[config.mk]
export PLATFORM = sky130hd
export DESIGN_NAME = muldiv_seq_flat
export DESIGN_NICKNAME = d
export VERILOG_FILES = /design/src/rtl/muldiv_pkg.sv /design/src/rtl/muldiv_if.sv /design/src/rtl/muldiv_step.sv /design/src/rtl/muldiv_seq.sv /design/src/flat_wrapper.sv
export SDC_FILE = /design/constraint.sdc
export NUM_CORES = 1
export LEC_CHECK = 0
export CORE_MARGIN = 4
export CORE_UTILIZATION = 35
export DETAILED_ROUTE_END_ITERATION = 7
export DONT_BUFFER_PORTS = 1
export GPL_TIMING_DRIVEN = 0
export PLACE_DENSITY_LB_ADDON = 0.15
export SLEW_MARGIN = 20
export SYNTH_ARGS = -nofsm -noshare
export SYNTH_HDL_FRONTEND = slang
export SYNTH_SLANG_ARGS = --single-unit
[constraint.sdc]
create_clock -name clk_i -period 8.3 [get_ports clk_i]
set_input_delay 0.415 -clock clk_i [delete_from_list [all_inputs] [get_ports clk_i]]
set_output_delay 0.415 -clock clk_i [all_outputs]
set_load 0.02 [all_outputs]
[src/rtl/muldiv_pkg.sv]
// Shared definitions for the RV32M multiply/divide sequencer.
// Latency: n/a (definitions only). Backpressure: n/a.
// Contents: XLEN, counter width, funct3 op encodings, FSM state encoding, magnitude helper.
package muldiv_pkg;

  localparam int XLEN  = 32;
  localparam int CNT_W = $clog2(XLEN) + 1;

  localparam logic [2:0] OP_MUL    = 3'b000;
  localparam logic [2:0] OP_MULH   = 3'b001;
  localparam logic [2:0] OP_MULHSU = 3'b010;
  localparam logic [2:0] OP_MULHU  = 3'b011;
  localparam logic [2:0] OP_DIV    = 3'b100;
  localparam logic [2:0] OP_DIVU   = 3'b101;
  localparam logic [2:0] OP_REM    = 3'b110;
  localparam logic [2:0] OP_REMU   = 3'b111;

  typedef enum logic [1:0] {
    ST_IDLE   = 2'b00,
    ST_CALC   = 2'b01,
    ST_FINISH = 2'b10
  } state_t;

  // Two's-complement magnitude; 0x80000000 maps to itself, which is correct read as unsigned.
  function automatic logic [XLEN-1:0] mag(input logic [XLEN-1:0] v, input logic neg);
    return neg ? (~v + 1'b1) : v;
  endfunction

endpackage

[src/rtl/muldiv_if.sv]
// Issue/response bundle between the EX stage and the multiply/divide sequencer.
// Latency: n/a (wires only). Backpressure: busy stalls the issuer; start is dropped while busy.
// Signals: start/op/data1/data2/flush (issuer -> unit), busy/done/result (unit -> issuer).
interface muldiv_if;
  import muldiv_pkg::*;

  logic            start;
  logic [2:0]      op;
  logic [XLEN-1:0] data1;
  logic [XLEN-1:0] data2;
  logic            flush;
  logic            busy;
  logic            done;
  logic [XLEN-1:0] result;

  modport master (output start, op, data1, data2, flush, input busy, done, result);
  modport slave  (input start, op, data1, data2, flush, output busy, done, result);

endinterface

[src/rtl/muldiv_step.sv]
// One radix-2 iteration: conditional add + right shift (mul), or trial subtract + left shift (div).
// Latency: combinational. Backpressure: none.
// Ports: is_div_i selects engine, acc_i/acc_o = {hi,lo} working register, opnd_i = multiplicand/divisor.
module muldiv_step
  import muldiv_pkg::*;
(
  input  logic              is_div_i,
  input  logic [2*XLEN-1:0] acc_i,
  input  logic [XLEN-1:0]   opnd_i,
  output logic [2*XLEN-1:0] acc_o
);

  logic [XLEN:0] add_sum;
  logic [XLEN:0] rem_sh;
  logic [XLEN:0] trial;

  always_comb begin
    // Multiply: lo holds the remaining multiplier bits; its LSB gates the add into hi.
    add_sum = {1'b0, acc_i[2*XLEN-1:XLEN]} +
              (acc_i[0] ? {1'b0, opnd_i} : {(XLEN+1){1'b0}});
    // Divide: partial remainder shifted left by one, pulling in the next dividend bit.
    rem_sh  = acc_i[2*XLEN-1:XLEN-1];
    trial   = rem_sh - {1'b0, opnd_i};
    if (is_div_i) begin
      // Bit XLEN of the trial difference is the borrow: set means the divisor did not fit.
      if (!trial[XLEN]) acc_o = {trial[XLEN-1:0], acc_i[XLEN-2:0], 1'b1};
      else              acc_o = {rem_sh[XLEN-1:0], acc_i[XLEN-2:0], 1'b0};
    end else begin
      acc_o = {add_sum, acc_i[XLEN-1:1]};
    end
  end

endmodule

[src/rtl/muldiv_seq.sv]
// Multi-cycle RV32M mul/div sequencer: magnitudes in, XLEN iterations, sign fix-up on exit.
// Latency: done 33 cycles after accept (1 cycle for div-by-zero / signed overflow). Backpressure: busy; start ignored while busy.
// Ports: clk_i, rst_i (async active-high), bus (muldiv_if.slave: start/op/data1/data2/flush -> busy/done/result).
module muldiv_seq
  import muldiv_pkg::*;
(
  input  logic     clk_i,
  input  logic     rst_i,
  muldiv_if.slave  bus
);

  state_t            state_q;
  logic [CNT_W-1:0]  cnt_q;
  logic [2:0]        op_q;
  logic [2*XLEN-1:0] acc_q;
  logic [XLEN-1:0]   opnd_q;
  logic              neg_q;     // negate product / quotient
  logic              neg_r_q;   // negate remainder (dividend sign)
  logic              busy_q;
  logic              done_q;
  logic [XLEN-1:0]   result_q;

  // Accept-time decode.
  logic            sgn_a, sgn_b, is_div_d, special_d;
  logic [XLEN-1:0] a_mag_d, b_mag_d, special_res_d;

  always_comb begin
    sgn_a = 1'b0;
    sgn_b = 1'b0;
    case (bus.op)
      OP_MUL, OP_MULH, OP_DIV, OP_REM: begin
        sgn_a = bus.data1[XLEN-1];
        sgn_b = bus.data2[XLEN-1];
      end
      OP_MULHSU: sgn_a = bus.data1[XLEN-1];
      default: ;
    endcase
    a_mag_d  = mag(bus.data1, sgn_a);
    b_mag_d  = mag(bus.data2, sgn_b);
    is_div_d = bus.op[2];
    special_d     = 1'b0;
    special_res_d = '0;
    if (is_div_d && (bus.data2 == '0)) begin
      special_d = 1'b1;
      special_res_d = bus.op[1] ? bus.data1 : '1;    // op[1] distinguishes REM* from DIV*
    end else if ((bus.op == OP_DIV || bus.op == OP_REM) &&
                 (bus.data1 == {1'b1, {(XLEN-1){1'b0}}}) && (bus.data2 == '1)) begin
      special_d = 1'b1;
      special_res_d = bus.op[1] ? '0 : {1'b1, {(XLEN-1){1'b0}}};
    end
  end

  logic [2*XLEN-1:0] acc_d;

  muldiv_step u_step (
    .is_div_i (op_q[2]),
    .acc_i    (acc_q),
    .opnd_i   (opnd_q),
    .acc_o    (acc_d)
  );

  // Final result taken straight from the last iteration so it registers on the same edge as done.
  logic [2*XLEN-1:0] prod_fix;
  logic [XLEN-1:0]   quo_fix, rem_fix, result_d;

  always_comb begin
    prod_fix = neg_q ? (~acc_d + 1'b1) : acc_d;
    quo_fix  = mag(acc_d[XLEN-1:0], neg_q);
    rem_fix  = mag(acc_d[2*XLEN-1:XLEN], neg_r_q);
    case (op_q)
      OP_MUL:          result_d = prod_fix[XLEN-1:0];
      OP_DIV, OP_DIVU: result_d = quo_fix;
      OP_REM, OP_REMU: result_d = rem_fix;
      default:         result_d = prod_fix[2*XLEN-1:XLEN];
    endcase
  end

  always_ff @(posedge clk_i or posedge rst_i) begin
    if (rst_i) begin
      state_q  <= ST_IDLE;
      cnt_q    <= '0;
      op_q     <= '0;
      acc_q    <= '0;
      opnd_q   <= '0;
      neg_q    <= 1'b0;
      neg_r_q  <= 1'b0;
      busy_q   <= 1'b0;
      done_q   <= 1'b0;
      result_q <= '0;
    end else begin
      done_q <= 1'b0;
      case (state_q)
        ST_IDLE: begin
          if (bus.start && !bus.flush) begin
            op_q    <= bus.op;
            cnt_q   <= '0;
            neg_q   <= sgn_a ^ sgn_b;
            neg_r_q <= sgn_a;
            busy_q  <= 1'b1;
            // mul: lo = multiplier, add multiplicand; div: lo = dividend, subtract divisor.
            acc_q   <= {{XLEN{1'b0}}, is_div_d ? a_mag_d : b_mag_d};
            opnd_q  <= is_div_d ? b_mag_d : a_mag_d;
            if (special_d) begin
              state_q  <= ST_FINISH;
              done_q   <= 1'b1;
              result_q <= special_res_d;
            end else begin
              state_q  <= ST_CALC;
            end
          end
        end
        ST_CALC: begin
          if (bus.flush) begin
            state_q <= ST_IDLE;
            busy_q  <= 1'b0;
          end else begin
            acc_q <= acc_d;
            cnt_q <= cnt_q + 1'b1;
            if (cnt_q == CNT_W'(XLEN-1)) begin
              state_q  <= ST_FINISH;
              done_q   <= 1'b1;
              result_q <= result_d;
            end
          end
        end
        default: begin
          // FINISH (flush or not) and any illegal encoding return to IDLE.
          state_q <= ST_IDLE;
          busy_q  <= 1'b0;
        end
      endcase
    end
  end

  assign bus.busy   = busy_q;
  assign bus.done   = done_q;
  assign bus.result = result_q;

endmodule

[src/flat_wrapper.sv]
// flat-port wrapper written by rule: the top's interface ports become plain ports
module muldiv_seq_flat import muldiv_pkg::*;
  (clk_i, rst_i, bus_start, bus_op, bus_data1, bus_data2, bus_flush, bus_busy, bus_done, bus_result);
  muldiv_if bus_i ();
  input  logic clk_i;
  input  logic rst_i;
  input wire logic [$bits(bus_i.start)-1:0] bus_start;
  input wire logic [$bits(bus_i.op)-1:0] bus_op;
  input wire logic [$bits(bus_i.data1)-1:0] bus_data1;
  input wire logic [$bits(bus_i.data2)-1:0] bus_data2;
  input wire logic [$bits(bus_i.flush)-1:0] bus_flush;
  output wire logic [$bits(bus_i.busy)-1:0] bus_busy;
  output wire logic [$bits(bus_i.done)-1:0] bus_done;
  output wire logic [$bits(bus_i.result)-1:0] bus_result;
  assign bus_i.start = bus_start;
  assign bus_i.op = bus_op;
  assign bus_i.data1 = bus_data1;
  assign bus_i.data2 = bus_data2;
  assign bus_i.flush = bus_flush;
  assign bus_busy = bus_i.busy;
  assign bus_done = bus_i.done;
  assign bus_result = bus_i.result;
  muldiv_seq u_core (.clk_i(clk_i), .rst_i(rst_i), .bus(bus_i));
endmodule
[Word level (Yosys, flattened, before mapping)]
Cells that the tools add are included.
W data, S select, Z words.
Storage, ports and cells
  bits in registers: 143
  input port bits: 71
  output and inout bits: 34
  logic and storage cells: 105
Cells by class
  add/sub/neg operators: 8
  eq/ne operators: 18
  muxes and demuxes: 43
  bitwise logic cells: 6
  reductions and logical operators: 20
Operator list (count)
  $mux W32: 15
  $mux W64: 5
  $add A32 B1 Y32 const B: 4
  $not A32 Y32: 4
  $pmux W64 S2: 1
  $pmux W32 S3: 1
  $add A64 B1 Y64 const B: 1
  $eq A32 B32 Y1 const B: 2
  $not A64 Y64: 1
  $pmux W32 S2: 1
  $add A32 B33 Y33: 1
  $sub A33 B32 Y33: 1
  $logic_not A32 Y1: 1
  $eq A3 B3 Y1 const B: 6
  $mux W6: 2
  $pmux W6 S2: 1
  $mux W1: 10
  $mux W2: 4
  $add A6 B1 Y6 const B: 1
  $eq A6 B5 Y1 const B: 1
  $logic_not A3 Y1: 2
  $ne A2 B1 Y1 const B: 3
  $reduce_and A2 Y1: 3
  $reduce_and A5 Y1: 1
  other kinds (17): 23

[Logic depth before layout (Yosys ltp)]
  depth after elaboration: 10
  depth in mapped cells: 26
  gate-level depth less buffers: 22

[Hierarchy]
Synthesis repeated with hierarchy kept, for this count alone.
Second synthesis, totals
  cell total of the unflattened synthesis: 2111
  area total of the unflattened synthesis: 15800.2 µm²
Modules (own cells, without submodules)
  muldiv_seq: times used 1, cells each 1447, area each 11219.5 µm², seq. area each 3578.4 µm²
  muldiv_step: times used 1, cells each 664, area each 4580.6 µm², seq. area each 0.0 µm²

[Worst setup path after synthesis]
OpenSTA, ideal clock, no wires.
  path type: register to register
  from: reg u_core.op_q[2]
  to: reg u_core.result_q[24], in the netlist u_core.bus.result[24]
  library setup time: 0.131 ns
  arrival: 5.356 ns
  required time: 8.169 ns
  path slack: 2.813 ns
  stages on the path, launching flop included: 22
  path buffers: 9
  clock period less this slack: 5.487 ns
  cells stage by stage: dfrtp_1 -> buf_4 -> buf_4 -> buf_2 -> buf_2 -> buf_1 -> clkbuf_1 -> clkbuf_1 -> buf_1 -> mux2i_1 -> ha_1 -> o21ai_1 -> or4_1 -> nor2_1 -> nand4_1 -> or4_1 -> clkbuf_1 -> or3_4 -> o21ai_1 -> xnor2_1 -> a221oi_2 -> o21ai_1
On the way
  cells in the longest elaborated chain, start to end: 8
  elaborated cells on any way between the ends: 21
  classes of those cells: 3 x add/sub; 4 x eq/ne; 8 x mux; 3 x bitwise; 3 x reduce/logical
Ends and longest elaborated chain
  start: declaration: line muldiv_seq.sv:14  | logic [2:0] op_q;
  start signal: assignment: line muldiv_seq.sv:95  | op_q <= bus.op;
  $mux W64: line muldiv_step.sv:24  | if (is_div_i) begin
  $not A64 Y64 / $not A32 Y32 (equally long branches): line muldiv_seq.sv:67, muldiv_pkg.sv:26
  $add A64 B1 Y64 / $add A32 B1 Y32 (equally long branches): line muldiv_seq.sv:67, muldiv_pkg.sv:26
  $mux W64 / $mux W32 (equally long branches): line muldiv_seq.sv:67, muldiv_pkg.sv:26
  $pmux W32 S3 (*): line muldiv_seq.sv:70  | case (op_q)
  $mux W32 (*): line muldiv_seq.sv:119  | if (cnt_q == CNT_W'(XLEN-1)) begin
  $mux W32 (*): line muldiv_seq.sv:113  | if (bus.flush) begin
  $pmux W32 S2 (*): line muldiv_seq.sv:92  | case (state_q)
  end signal: assignment: line muldiv_seq.sv:106  | result_q <= special_res_d;
  end signal: assignment: line muldiv_seq.sv:122  | result_q <= result_d;
  end: declaration: line muldiv_seq.sv:21  | logic [XLEN-1:0] result_q;
Every way passes the cells marked *; elsewhere a longest branch is shown, timed or not. The select of a mux whose other input is x is not followed.
A chain may end at the register's enable or synchronous reset.

[Final worst setup path]
  from: reg u_core.op_q[2]
  to: reg u_core.result_q[4], in the netlist u_core.bus.result[4]
Same word-level chain as after synthesis.

==> summary.md <==
| Metric | Value |
|---|---|
| Status | finished clean |
| Yosys cell types | 103 |
| RSZ-0062 raised after global routing | false |
| Std cell rows | 79 |
| Endpoints failing hold | 0 |
| Syn nets | 2,449 |
| Register area | 3580 sq um |
| Initial antenna violation count | 5 |
| GRT overflow | 0 |
| Total Die Area | 51,400 sq um |
| DR WL/cell | approximately 28 um |
| I/O Buffers | 0 |
| Clock buffer depth | 2 |
| Ys async rst share | 1.00 |
| Vias per std cell | 6.30 |
| GPL Wtd Cong | a little under 1 |
| Post-Route Setup TNS | 0 ns |
| Critical path class | flop to flop |
| Worst Skew | around 0.014 ns |
| First-pass GRT wire length | 119,000 um |
| Post-DP HPWL | 67,900 um |
| Setup bufs post-CTS | 0 |
| CTS H-tree lvls | 4 |
| Antenna Violating Nets Remaining | 0 |
| DRC | 0 |
| Die Y | 227 um |
| CP arrival | 8.42 ns |
| Final period util | 0.975 |
| Io pins | 105 |
| Sequential share of the synthesized area | 0.214 |
| Commonest non-fill, non-tap cell in the layout | nand2_1 |
| Fillers | 5,070 |
| Die width | 227 um |
| Synth Flop Type | dfrtp_1 |
| Layout cell share with drive strength beyond 1 | 0.0589 |
| ANT cells | 0 |
| CTS root buf | clkbuf_16 |
| CTS clock-pin slew for the worst setup and hold paths | approximately 0.070 ns |
| CTS tree | done |
| Mapped Cells | 2,306 |
| Post-Syn Area | 16,700 sq um |
| Crit path required time | between 8 and 9 ns |
| Fin util | 0.387 |
| LEAKAGE | 7.06 nW |
| TritonCTS Sinks | 143 |
| Startpoint types | flop |
| Synthesis-to-layout area growth | 8.35% |
| Total wire length | between 80,000 and 90,000 um |
| Via count | 18,600 |
| DR pass1 iterations | 8 |
| Actual slew at the worst max-slew pin | 1.22 ns |
| Vias in the first global route | 17,300 |
| Multi-input logic area | 12,200 sq um |
| Initial Utilization | 0.357 |
| Maximum clock rate | between 0.1 and 0.15 GHz |
| CTS buffer count | 17 |
| Post-synth EDFFs | 0 |
| Max cap viols | 0 |
| Worst Setup End Kind | flop |
| 1st-iter DRT viols | 2,322 |
| YS warnings | 0 |
| Worst rel slew slack | 0.181 |
| Syn Area/Cell | 7.25 sq um |
| Crit-path max FO | 10 |
| Count of final max-slew check failures | 0 |
| Setup violations, final | 0 |
| Commonest cells after routing, fill and taps aside | nand2_1 (237), a21oi_1 (217), nor2_1 (212) |
| Clk_lat worst skew | ~0.47 ns |
| Yosys reg bits | around 140 |
| Minimum clock period | 8.09 ns |
| Worst Hold Class | primary input to flop |
| Core Region | 46,900 sq um |
| Worst VDD drop | ~0.18 mV |
| GRT Total Usage | 0.313 |
| Largest net degree at the start of global routing | 83 |
| Nets | 2,471 |
| Pwr dens | 375 nW/um^2 |
metrics by stage:
stage | instances | setup WS [ns] | power, mW | area [sq um] | hold WS, ns
finish | 2948 | 0.206 | 6.79 | 18100 | 0.0681
global route | 2948 | 0.0608 | 7.15 | 18100 | 0.0731
CTS | 2948 | 0.206 | 6.65 | 18100 | 0.0547
detailed placement | 2915 | 0.212 | 5.86 | 17500 | 0.347
global placement | 2913 | 0.285 | 5.83 | 17500 | 0.486
floorplan | 2306 | 2.81 | 4.25 | 16700 | 0.459
final cells by class:
class,instances,area share
multi-input cells,1930,0.674
plain buffers,152,0.0355
well taps,607,0.0419
inverters,81,0.0172
clock buffers,17,0.0235
repair buffers,3,0.00248
flip-flops and latches,143,0.197
clock inverters,15,0.00787
synth_stat cells (all sizes together), types with 13 or more instances:
cell / count / share of area
dfrtp: 143 / 0.21
ha: 70 / 0.052
o21ai: 235 / 0.071
inv: 78 / 0.018
o41ai: 14 / 0.0082
nand2: 242 / 0.055
nand3: 57 / 0.018
a22o: 20 / 0.010
a211oi: 38 / 0.018
clkbuf: 112 / 0.025
or3: 31 / 0.012
a21o: 28 / 0.013
a31oi: 39 / 0.015
o21a: 13 / 0.0058
nor2b: 33 / 0.012
nor3: 78 / 0.024
nand4: 39 / 0.015
mux2i: 50 / 0.030
nor4: 21 / 0.0099
or4: 14 / 0.0063
o211ai: 15 / 0.0067
a221oi: 13 / 0.0090
buf: 40 / 0.013
nor2: 215 / 0.049
nand2b: 21 / 0.0079
o31ai: 32 / 0.016
and2: 51 / 0.019
xor2: 80 / 0.042
a21oi: 221 / 0.068
xnor2: 96 / 0.050
sequential cells by signal, indices dropped and copies added, names as in the netlist:
register,flops
u_core.cnt_q,6
u_core.neg_q,1
u_core.bus.done,1
u_core.bus.busy,1
u_core.state_q,2
u_core.opnd_q,32
u_core.bus.result,32
u_core.op_q,3
u_core.acc_q,64
u_core.neg_r_q,1
cell families after synthesis:
logic type / Yosys count / synth area share
AOI/OAI and AO/OA: 781 / 0.302
DFF: 143 / 0.214
muxes: 58 / 0.0353
and+or+nand+nor: 843 / 0.245
xor gates and xnor gates: 176 / 0.0921
adders and majority gates: 72 / 0.0547
buffers and inverters: 233 / 0.0566
power by group:
part / switching [mW] / internal [mW] / total [mW]
Sequential: 0.271 / 0.856 / 1.13
Clock: 0.377 / 0.398 / 0.775
Combinational: 3.31 / 1.58 / 4.89
Total: 3.96 / 2.83 / 6.79
repair_timing:
item / 4_1_cts / 5_1_grt
resized for setup: 0 / 1
endpoints found under the setup margin: 0 / 1
hold buffers: 1 / 0
hold endpoints to repair: 61 / 0
worst max-delay path, cell delays in order (launching register included):
cell      delay [ns]
dfrtp_1         0.50
buf_4           0.27
buf_4           0.24
buf_2           0.31
buf_2           0.37
buf_1           0.50
clkbuf_1        0.56
clkbuf_1        0.66
clkbuf_2        0.49
mux2i_1         0.53
ha_1            0.28
o21ai_1         0.15
or4_1           0.56
nor2_1          0.21
nand4_1         0.11
or4_1           0.41
clkbuf_1        0.32
o21ai_0         0.34
xnor2_1         0.10
a222oi_1        0.72
o22a_1          0.23
o21ai_0         0.06
path summary, 6_finish.rpt:
| kind | startpoint | end | slack (ns) | cells after the start |
|---|---|---|---|---|
| max reg2reg | u_core.op_q[2] | u_core.bus.result[4] | 0.21 | 21 |
| min reg2reg | u_core.cnt_q[5] | u_core.cnt_q[5] | 0.50 | 1 |
| max | u_core.op_q[2] | u_core.bus.result[4] | 0.21 | 21 |
| max in group asynchronous | rst_i | u_core.bus.result[9] | 6.94 | 3 |
| min | bus_op[0] | u_core.op_q[0] | 0.07 | 2 |
| min in group asynchronous | rst_i | u_core.opnd_q[19] | 0.49 | 2 |
layer usage:
metal / vias to the layer above / GRT usage / part of all wire
met1: 9025 / 0.455 / 0.45
met3: 144 / 0.0576 / 0.089
li1: 8463 / - / -
met2: 927 / 0.461 / 0.42
met4: 2 / 0.117 / 0.041
met5: - / 0 / 0.00016
Note: power is estimated with default switching activity, not from simulation.
